### src/rtl/effect_sequencer_if.sv
// Byte-stream handshake bundle between UART RX/TX, the clipping effect and the sequencer.
// The master modport is the sequencer side; slave is the surrounding environment.
interface effect_sequencer_if;
    logic       rx_valid;
    logic [7:0] rx_byte;
    logic       fx_valid;
    logic [7:0] fx_byte;
    logic [7:0] fx_result;
    logic [7:0] clip_level;
    logic       bypass;
    logic       tx_start;
    logic [7:0] tx_byte;
    logic       tx_done;
    logic       overrun;

    modport master (
        input  rx_valid, rx_byte, fx_result, tx_done,
        output fx_valid, fx_byte, clip_level, bypass, tx_start, tx_byte, overrun
    );

    modport slave (
        output rx_valid, rx_byte, fx_result, tx_done,
        input  fx_valid, fx_byte, clip_level, bypass, tx_start, tx_byte, overrun
    );
endinterface

### src/rtl/effect_sequencer.sv
// Splits the UART byte stream into samples and escape-framed commands, drives the
// clipping effect, and forwards results or status replies to the UART transmitter.
module effect_sequencer #(
    parameter int unsigned CLK_FREQ = 50_000_000,
    parameter int unsigned EFF_LAT  = 1,
    parameter logic [7:0]  ESC_BYTE = 8'hFF,
    parameter logic [7:0]  CLIP_RST = 8'd200
) (
    input  logic                 i_clk,
    input  logic                 i_rst_n,
    effect_sequencer_if.master   bus
);

    if ((CLK_FREQ == 32'd0) || (EFF_LAT < 32'd1) || (EFF_LAT > 32'd15)) begin : g_param_check
        $error("effect_sequencer: CLK_FREQ must be nonzero and EFF_LAT in 1..15");
    end

    typedef enum logic [2:0] {
        ST_IDLE    = 3'd0,
        ST_ESC     = 3'd1,
        ST_OP      = 3'd2,
        ST_FX_WAIT = 3'd3,
        ST_TX_GO   = 3'd4,
        ST_TX_WAIT = 3'd5
    } state_t;

    typedef enum logic [1:0] {
        OP_CLIP = 2'd0,
        OP_BYP  = 2'd1,
        OP_ECHO = 2'd2
    } op_t;

    state_t     state_q,      state_d;
    op_t        op_q,         op_d;
    logic [3:0] cnt_q,        cnt_d;
    logic       fx_valid_q,   fx_valid_d;
    logic [7:0] fx_byte_q,    fx_byte_d;
    logic       tx_start_q,   tx_start_d;
    logic [7:0] tx_byte_q,    tx_byte_d;
    logic [7:0] clip_level_q, clip_level_d;
    logic       bypass_q,     bypass_d;
    logic       overrun_q,    overrun_d;

    // Next-state and next-output computation for the sequencer FSM.
    always_comb begin
        state_d      = state_q;
        op_d         = op_q;
        cnt_d        = cnt_q;
        fx_valid_d   = 1'b0;
        fx_byte_d    = fx_byte_q;
        tx_byte_d    = tx_byte_q;
        clip_level_d = clip_level_q;
        bypass_d     = bypass_q;
        overrun_d    = overrun_q;

        case (state_q)
            ST_IDLE: begin
                if (bus.rx_valid && (bus.rx_byte == ESC_BYTE)) begin
                    state_d = ST_ESC;
                end else if (bus.rx_valid) begin
                    fx_byte_d  = bus.rx_byte;
                    fx_valid_d = 1'b1;
                    cnt_d      = 4'(EFF_LAT);
                    state_d    = ST_FX_WAIT;
                end else begin
                    state_d = ST_IDLE;
                end
            end
            ST_ESC: begin
                if (bus.rx_valid) begin
                    case (bus.rx_byte)
                        ESC_BYTE: begin
                            // Doubled escape is a literal 0xFF sample.
                            fx_byte_d  = bus.rx_byte;
                            fx_valid_d = 1'b1;
                            cnt_d      = 4'(EFF_LAT);
                            state_d    = ST_FX_WAIT;
                        end
                        8'h01: begin
                            op_d    = OP_CLIP;
                            state_d = ST_OP;
                        end
                        8'h02: begin
                            op_d    = OP_BYP;
                            state_d = ST_OP;
                        end
                        8'h04: begin
                            op_d    = OP_ECHO;
                            state_d = ST_OP;
                        end
                        8'h03: begin
                            tx_byte_d = {overrun_q, bypass_q, clip_level_q[7:2]};
                            state_d   = ST_TX_GO;
                        end
                        8'h05: begin
                            overrun_d = 1'b0;
                            state_d   = ST_IDLE;
                        end
                        default: begin
                            state_d = ST_IDLE;
                        end
                    endcase
                end else begin
                    state_d = ST_ESC;
                end
            end
            ST_OP: begin
                if (bus.rx_valid) begin
                    case (op_q)
                        OP_CLIP: begin
                            clip_level_d = bus.rx_byte;
                            state_d      = ST_IDLE;
                        end
                        OP_BYP: begin
                            bypass_d = bus.rx_byte[0];
                            state_d  = ST_IDLE;
                        end
                        OP_ECHO: begin
                            tx_byte_d = clip_level_q;
                            state_d   = ST_TX_GO;
                        end
                        default: begin
                            state_d = ST_IDLE;
                        end
                    endcase
                end else begin
                    state_d = ST_OP;
                end
            end
            ST_FX_WAIT: begin
                if (cnt_q == 4'd0) begin
                    tx_byte_d = bypass_q ? fx_byte_q : bus.fx_result;
                    state_d   = ST_TX_GO;
                end else begin
                    cnt_d = cnt_q - 4'd1;
                end
                if (bus.rx_valid) begin
                    overrun_d = 1'b1;
                end else begin
                    overrun_d = overrun_q;
                end
            end
            ST_TX_GO: begin
                state_d = ST_TX_WAIT;
                if (bus.rx_valid) begin
                    overrun_d = 1'b1;
                end else begin
                    overrun_d = overrun_q;
                end
            end
            ST_TX_WAIT: begin
                if (bus.tx_done) begin
                    state_d = ST_IDLE;
                end else begin
                    state_d = ST_TX_WAIT;
                end
                if (bus.rx_valid) begin
                    overrun_d = 1'b1;
                end else begin
                    overrun_d = overrun_q;
                end
            end
            default: begin
                state_d = ST_IDLE;
            end
        endcase

        // tx_start is high for exactly the single cycle spent in TX_GO.
        tx_start_d = (state_d == ST_TX_GO);
    end

    // State and registered-output flops.
    always_ff @(posedge i_clk or negedge i_rst_n) begin
        if (!i_rst_n) begin
            state_q      <= ST_IDLE;
            op_q         <= OP_CLIP;
            cnt_q        <= 4'd0;
            fx_valid_q   <= 1'b0;
            fx_byte_q    <= 8'h00;
            tx_start_q   <= 1'b0;
            tx_byte_q    <= 8'h00;
            clip_level_q <= CLIP_RST;
            bypass_q     <= 1'b0;
            overrun_q    <= 1'b0;
        end else begin
            state_q      <= state_d;
            op_q         <= op_d;
            cnt_q        <= cnt_d;
            fx_valid_q   <= fx_valid_d;
            fx_byte_q    <= fx_byte_d;
            tx_start_q   <= tx_start_d;
            tx_byte_q    <= tx_byte_d;
            clip_level_q <= clip_level_d;
            bypass_q     <= bypass_d;
            overrun_q    <= overrun_d;
        end
    end

    assign bus.fx_valid   = fx_valid_q;
    assign bus.fx_byte    = fx_byte_q;
    assign bus.tx_start   = tx_start_q;
    assign bus.tx_byte    = tx_byte_q;
    assign bus.clip_level = clip_level_q;
    assign bus.bypass     = bypass_q;
    assign bus.overrun    = overrun_q;

endmodule
### src/flat_wrapper.sv
// flat-port wrapper written by rule: the top's interface ports become plain ports
module effect_sequencer_flat 
#(
    parameter int unsigned CLK_FREQ = 50_000_000,
    parameter int unsigned EFF_LAT  = 1,
    parameter logic [7:0]  ESC_BYTE = 8'hFF,
    parameter logic [7:0]  CLIP_RST = 8'd200
)
  (i_clk, i_rst_n, bus_rx_valid, bus_rx_byte, bus_fx_result, bus_tx_done, bus_fx_valid, bus_fx_byte, bus_clip_level, bus_bypass, bus_tx_start, bus_tx_byte, bus_overrun);
  effect_sequencer_if bus_i ();
  input  logic i_clk;
  input  logic i_rst_n;
  input wire logic [$bits(bus_i.rx_valid)-1:0] bus_rx_valid;
  input wire logic [$bits(bus_i.rx_byte)-1:0] bus_rx_byte;
  input wire logic [$bits(bus_i.fx_result)-1:0] bus_fx_result;
  input wire logic [$bits(bus_i.tx_done)-1:0] bus_tx_done;
  output wire logic [$bits(bus_i.fx_valid)-1:0] bus_fx_valid;
  output wire logic [$bits(bus_i.fx_byte)-1:0] bus_fx_byte;
  output wire logic [$bits(bus_i.clip_level)-1:0] bus_clip_level;
  output wire logic [$bits(bus_i.bypass)-1:0] bus_bypass;
  output wire logic [$bits(bus_i.tx_start)-1:0] bus_tx_start;
  output wire logic [$bits(bus_i.tx_byte)-1:0] bus_tx_byte;
  output wire logic [$bits(bus_i.overrun)-1:0] bus_overrun;
  assign bus_i.rx_valid = bus_rx_valid;
  assign bus_i.rx_byte = bus_rx_byte;
  assign bus_i.fx_result = bus_fx_result;
  assign bus_i.tx_done = bus_tx_done;
  assign bus_fx_valid = bus_i.fx_valid;
  assign bus_fx_byte = bus_i.fx_byte;
  assign bus_clip_level = bus_i.clip_level;
  assign bus_bypass = bus_i.bypass;
  assign bus_tx_start = bus_i.tx_start;
  assign bus_tx_byte = bus_i.tx_byte;
  assign bus_overrun = bus_i.overrun;
  effect_sequencer #(.CLK_FREQ(CLK_FREQ), .EFF_LAT(EFF_LAT), .ESC_BYTE(ESC_BYTE), .CLIP_RST(CLIP_RST)) u_core (.i_clk(i_clk), .i_rst_n(i_rst_n), .bus(bus_i));
endmodule
### config.mk
export PLATFORM = sky130hd
export DESIGN_NAME = effect_sequencer_flat
export DESIGN_NICKNAME = d
export VERILOG_FILES = /design/src/rtl/effect_sequencer_if.sv /design/src/rtl/effect_sequencer.sv /design/src/flat_wrapper.sv
export SDC_FILE = /design/constraint.sdc
export NUM_CORES = 1
export LEC_CHECK = 0
export ABC_AREA = 1
export BUFFER_PORTS_ARGS = -buffer_cell sky130_fd_sc_hd__buf_2
export CORE_MARGIN = 5
export CORE_UTILIZATION = 54
export DETAILED_ROUTE_END_ITERATION = 7
export PLACE_DENSITY = 0.76
export SLEW_MARGIN = 20
export SYNTH_ARGS = -nofsm -noshare
export SYNTH_HDL_FRONTEND = slang
export SYNTH_SLANG_ARGS = --single-unit
### constraint.sdc
create_clock -name i_clk -period 1.49 [get_ports i_clk]
set_input_delay 0.149 -clock i_clk [delete_from_list [all_inputs] [get_ports i_clk]]
set_output_delay 0.149 -clock i_clk [all_outputs]
set_load 0.05 [all_outputs]
==> results.cfg <==
[logic_synthesis]
ys_seq_elements = 37
yosys_warnings = 0
synth.yosys.seq_area_share_pct = 42.63
syn_inst = 283
synth_top_area_share_pct = 39.01
synth_fp_nets = 305
yosysUniqueCellTypes = 34
synth_area_leaders = dfrtp_1, nand2_1, o21ai_2
synth_largest_area_cell = dfrtp_1
netlist_area_um2 = 2181
synth.avg_cell_area_um2 = 7.706

[clocking]
numCtsBuffers = 5
clk_latency_ns = 0.30
clock-sinks = 37
clk_path_buf_depth = 2
h-tree-depth = 2
path_clk_slew_ns = 0.07
tritoncts = yes
cts_root_buffer = clkbuf_8

[pwr]
power_frac_seq_pct = 26.9
switching_share_pct = 52.82
leakage_nw = 1.452
p_per_area_nw_per_um2 = 2555
p_int_w = 0.003318
ir_drop_mv = 1.424
netSwitchingPower_w = 0.003715
clkPwrFrac_pct = 12.5
combinationalPowerShare_pct = 60.6

[placed_design]
routabilityCongestion = 0.9525
pre_cts_ws_ns = -0.04127
place_hpwl_mm = 4.083
dp_cells = 385
portBuffers = 47

[critical_path]
cp.arrival_ns = 1.61
crit_end = u_core.bus.fx_byte[2]$_DFFE_PN0P_
end_kind = register
rr_worst_depth = 9
crit_fanout = 18
critPathLaunchType = register
reg2reg_from = u_core.state_q[1]$_DFF_PN0_
r2r_end = u_core.bus.fx_byte[2]$_DFFE_PN0P_
worstSetupStartpoint = u_core.state_q[1]$_DFF_PN0_
r2r_slack_ns = 0.07
cp.required_ns = 1.67
critical_path_class = register to register

[final_layout]
layoutNonFillerInstCount = 399
final_util_pct = 69.31
areaGrowthSynthToFinish_pct = 26.22
fin_nets = 370
antennaDiodeCount = 0
fillers = 337
drive_gt1_share_pct = 38.68

[sta]
maxSlewViolCount = 0
setup_violations = 0
hold_violations = 0
setup_slack_ns = 0.06543
rsz0062_at_grt = true
tightest_slew_ns = 0.4711
skew_ns = 0.009082
final.min_clock_period_ns = 1.425
hold-worst-slack_ns = 0.1361
clock.fmax_ghz = 0.7020
finalCritPeriodShare_pct = 95.61
slew_headroom_pct = 68.59

[drt]
drt_iter0_drc = 149
drt-met1-wl_mm = 2.483
ant_nets = 0
met2_wirelength_mm = 2.518
dr_total_vias = 2017
post_drt_wl_per_cell_um = 13.57
drc_errors = 0
drt-total-wl_mm = 5.414
vias_per_cell = 5.055
first_pass_iters = 4
wl_met3_um = 334
dr.max_layer_used = met4

[run_status]
status = finished clean

[grt]
antenna_found_initial = 0
overflow = 0
grt_usage_pct = 21.82
grt_max_degree = 22
grt_pass1_wl_mm = 9.004
grt_pass1_vias = 1878

[die]
num_rows = 23
initial_utilization_pct = 54.91
die_area_um2 = 5410
chipHeight_um = 73.55
io-pin-count = 48
core_area_um2 = 3971
die_w_um = 73.55

[worst_hold_path]
holdCritPathClass = input pin to register

[flow_run]
maxCapViolCount = 0
-- synthesized netlist by cell type --
cell type    n
a211o_1      1
a21boi_1     1
a21oi_1      1
a31oi_1      1
buf_2        2
buf_4        1
buf_6        2
clkinv_1     1
dfrtp_1     34
dfstp_2      3
ha_1         2
inv_1       13
inv_2        9
nand2_1    117
nand2_2     16
nand2_4      2
nand3_1     26
nand3b_1     1
nand4_1      2
nand4_2      1
nor2_1      10
nor2_2       4
nor2_4       3
nor2_8       1
nor3_1       3
nor3_2       1
o21ai_0      3
o21ai_1      1
o21ai_2     16
o21ai_4      1
o22ai_1      1
or2_1        1
xnor2_1      1
xor2_1       1
-- repair_timing --
item,CTS,global route
pin swaps,2,2
endpoints found under the setup margin,17,29
hold buffers,1,0
setup buffers,1,4
resized for setup,1,14
hold endpoints to repair,16,0
-- layer usage --
layer	vias to the layer above	GRT usage, %
li1	1030	-
met1	913	30.94
met2	67	32.97
met3	7	5.335
met4	0	6.640
met5	-	0
-- through the flow --
step | instance area, um2 | total power, W | setup TNS [ns]
final | 2753 | 0.007034 | 0
after global routing | 2753 | 0.007537 | -0.2268
after CTS | 2669 | 0.006755 | 0
after floorplan | 2182 | 0.004942 | 0
after detailed placement | 2515 | 0.005756 | -0.1999
after global placement | 2515 | 0.005652 | 0
-- flip-flops by register name, summed over array words and instances (netlist names) --
register / flops
u_core.bus.bypass: 1
u_core.bus.clip_level: 8
u_core.bus.fx_byte: 8
u_core.bus.overrun: 1
u_core.cnt_q: 4
u_core.bus.tx_start: 1
u_core.bus.fx_valid: 1
u_core.op_q: 2
u_core.bus.tx_byte: 8
u_core.state_q: 3
-- worst min path at each step --
stage	startpoint	to	slack [ns]	depth (start not counted)
global route	bus_rx_byte[0]	u_core.bus.bypass$_DFFE_PN0P_	0.15	3
detailed placement	i_rst_n	u_core.bus.fx_valid$_DFF_PN0_	0.13	1
CTS	bus_rx_byte[0]	u_core.bus.bypass$_DFFE_PN0P_	0.13	3
global placement	i_rst_n	u_core.bus.fx_valid$_DFF_PN0_	0.13	1
finish	bus_rx_byte[0]	u_core.bus.bypass$_DFFE_PN0P_	0.14	3
floorplan	i_rst_n	u_core.bus.bypass$_DFFE_PN0P_	-0.15	0
-- critical path, stage by stage (launching register included) --
cell and delay (ns):
dfrtp_2 0.47, inv_1 0.13, nand2_1 0.07, nor2_1 0.12
inv_1 0.08, nand2_1 0.10, o21ai_4 0.07, buf_12 0.15
nand2_1 0.07, o21ai_2 0.05
-- cells in the final DEF, fill, tap and decap left out, types with 3 or more instances in the layout --
cell	netlist	layout
buf_2	2	47
nand3_1	26	26
o21ai_0	3	3
nor2_4	3	4
nor2_1	10	10
clkbuf_8	0	5
nand2_2	16	16
nor3_1	3	3
dfstp_2	3	3
o21ai_2	16	16
dfrtp_1	34	30
dfrtp_2	0	4
nor2_2	4	3
inv_2	9	9
inv_1	13	11
nand2_1	117	115
buf_4	1	12
-- cell type report --
| class | count | area (um2) | share of cell area, % |
|---|---|---|---|
| Sequential cell | 37 | 934.6 | 33.95 |
| Multi-Input combinational cell | 218 | 1162 | 42.23 |
| Tap cell | 50 | 62.56 | 2.273 |
| Inverter | 23 | 91.34 | 3.318 |
| Clock inverter | 3 | 46.29 | 1.682 |
| Clock buffer | 5 | 68.82 | 2.500 |
| Timing Repair Buffer | 63 | 386.6 | 14.05 |
-- power by group through the flow --
stage	Sequential (W)	Combinational [W]	Clock (W)
after global routing	0.00195	0.00464	0.000939
final	0.00190	0.00426	0.000878
after floorplan	0.00294	0.00200	0
after global placement	0.00186	0.00379	0
after CTS	0.00186	0.00400	0.000895
after detailed placement	0.00187	0.00388	0
-- logic make-up after synthesis --
logic type / after synthesis / share of synthesized area, %
AOI/OAI and AO/OA: 26 / 9.638
xor gates and xnor gates: 2 / 0.8034
adders and majority gates: 2 / 1.147
buffers and inverters: 28 / 5.795
DFF: 37 / 42.63
and+or+nand+nor: 188 / 39.99
Power figures use the tool's default switching activity.
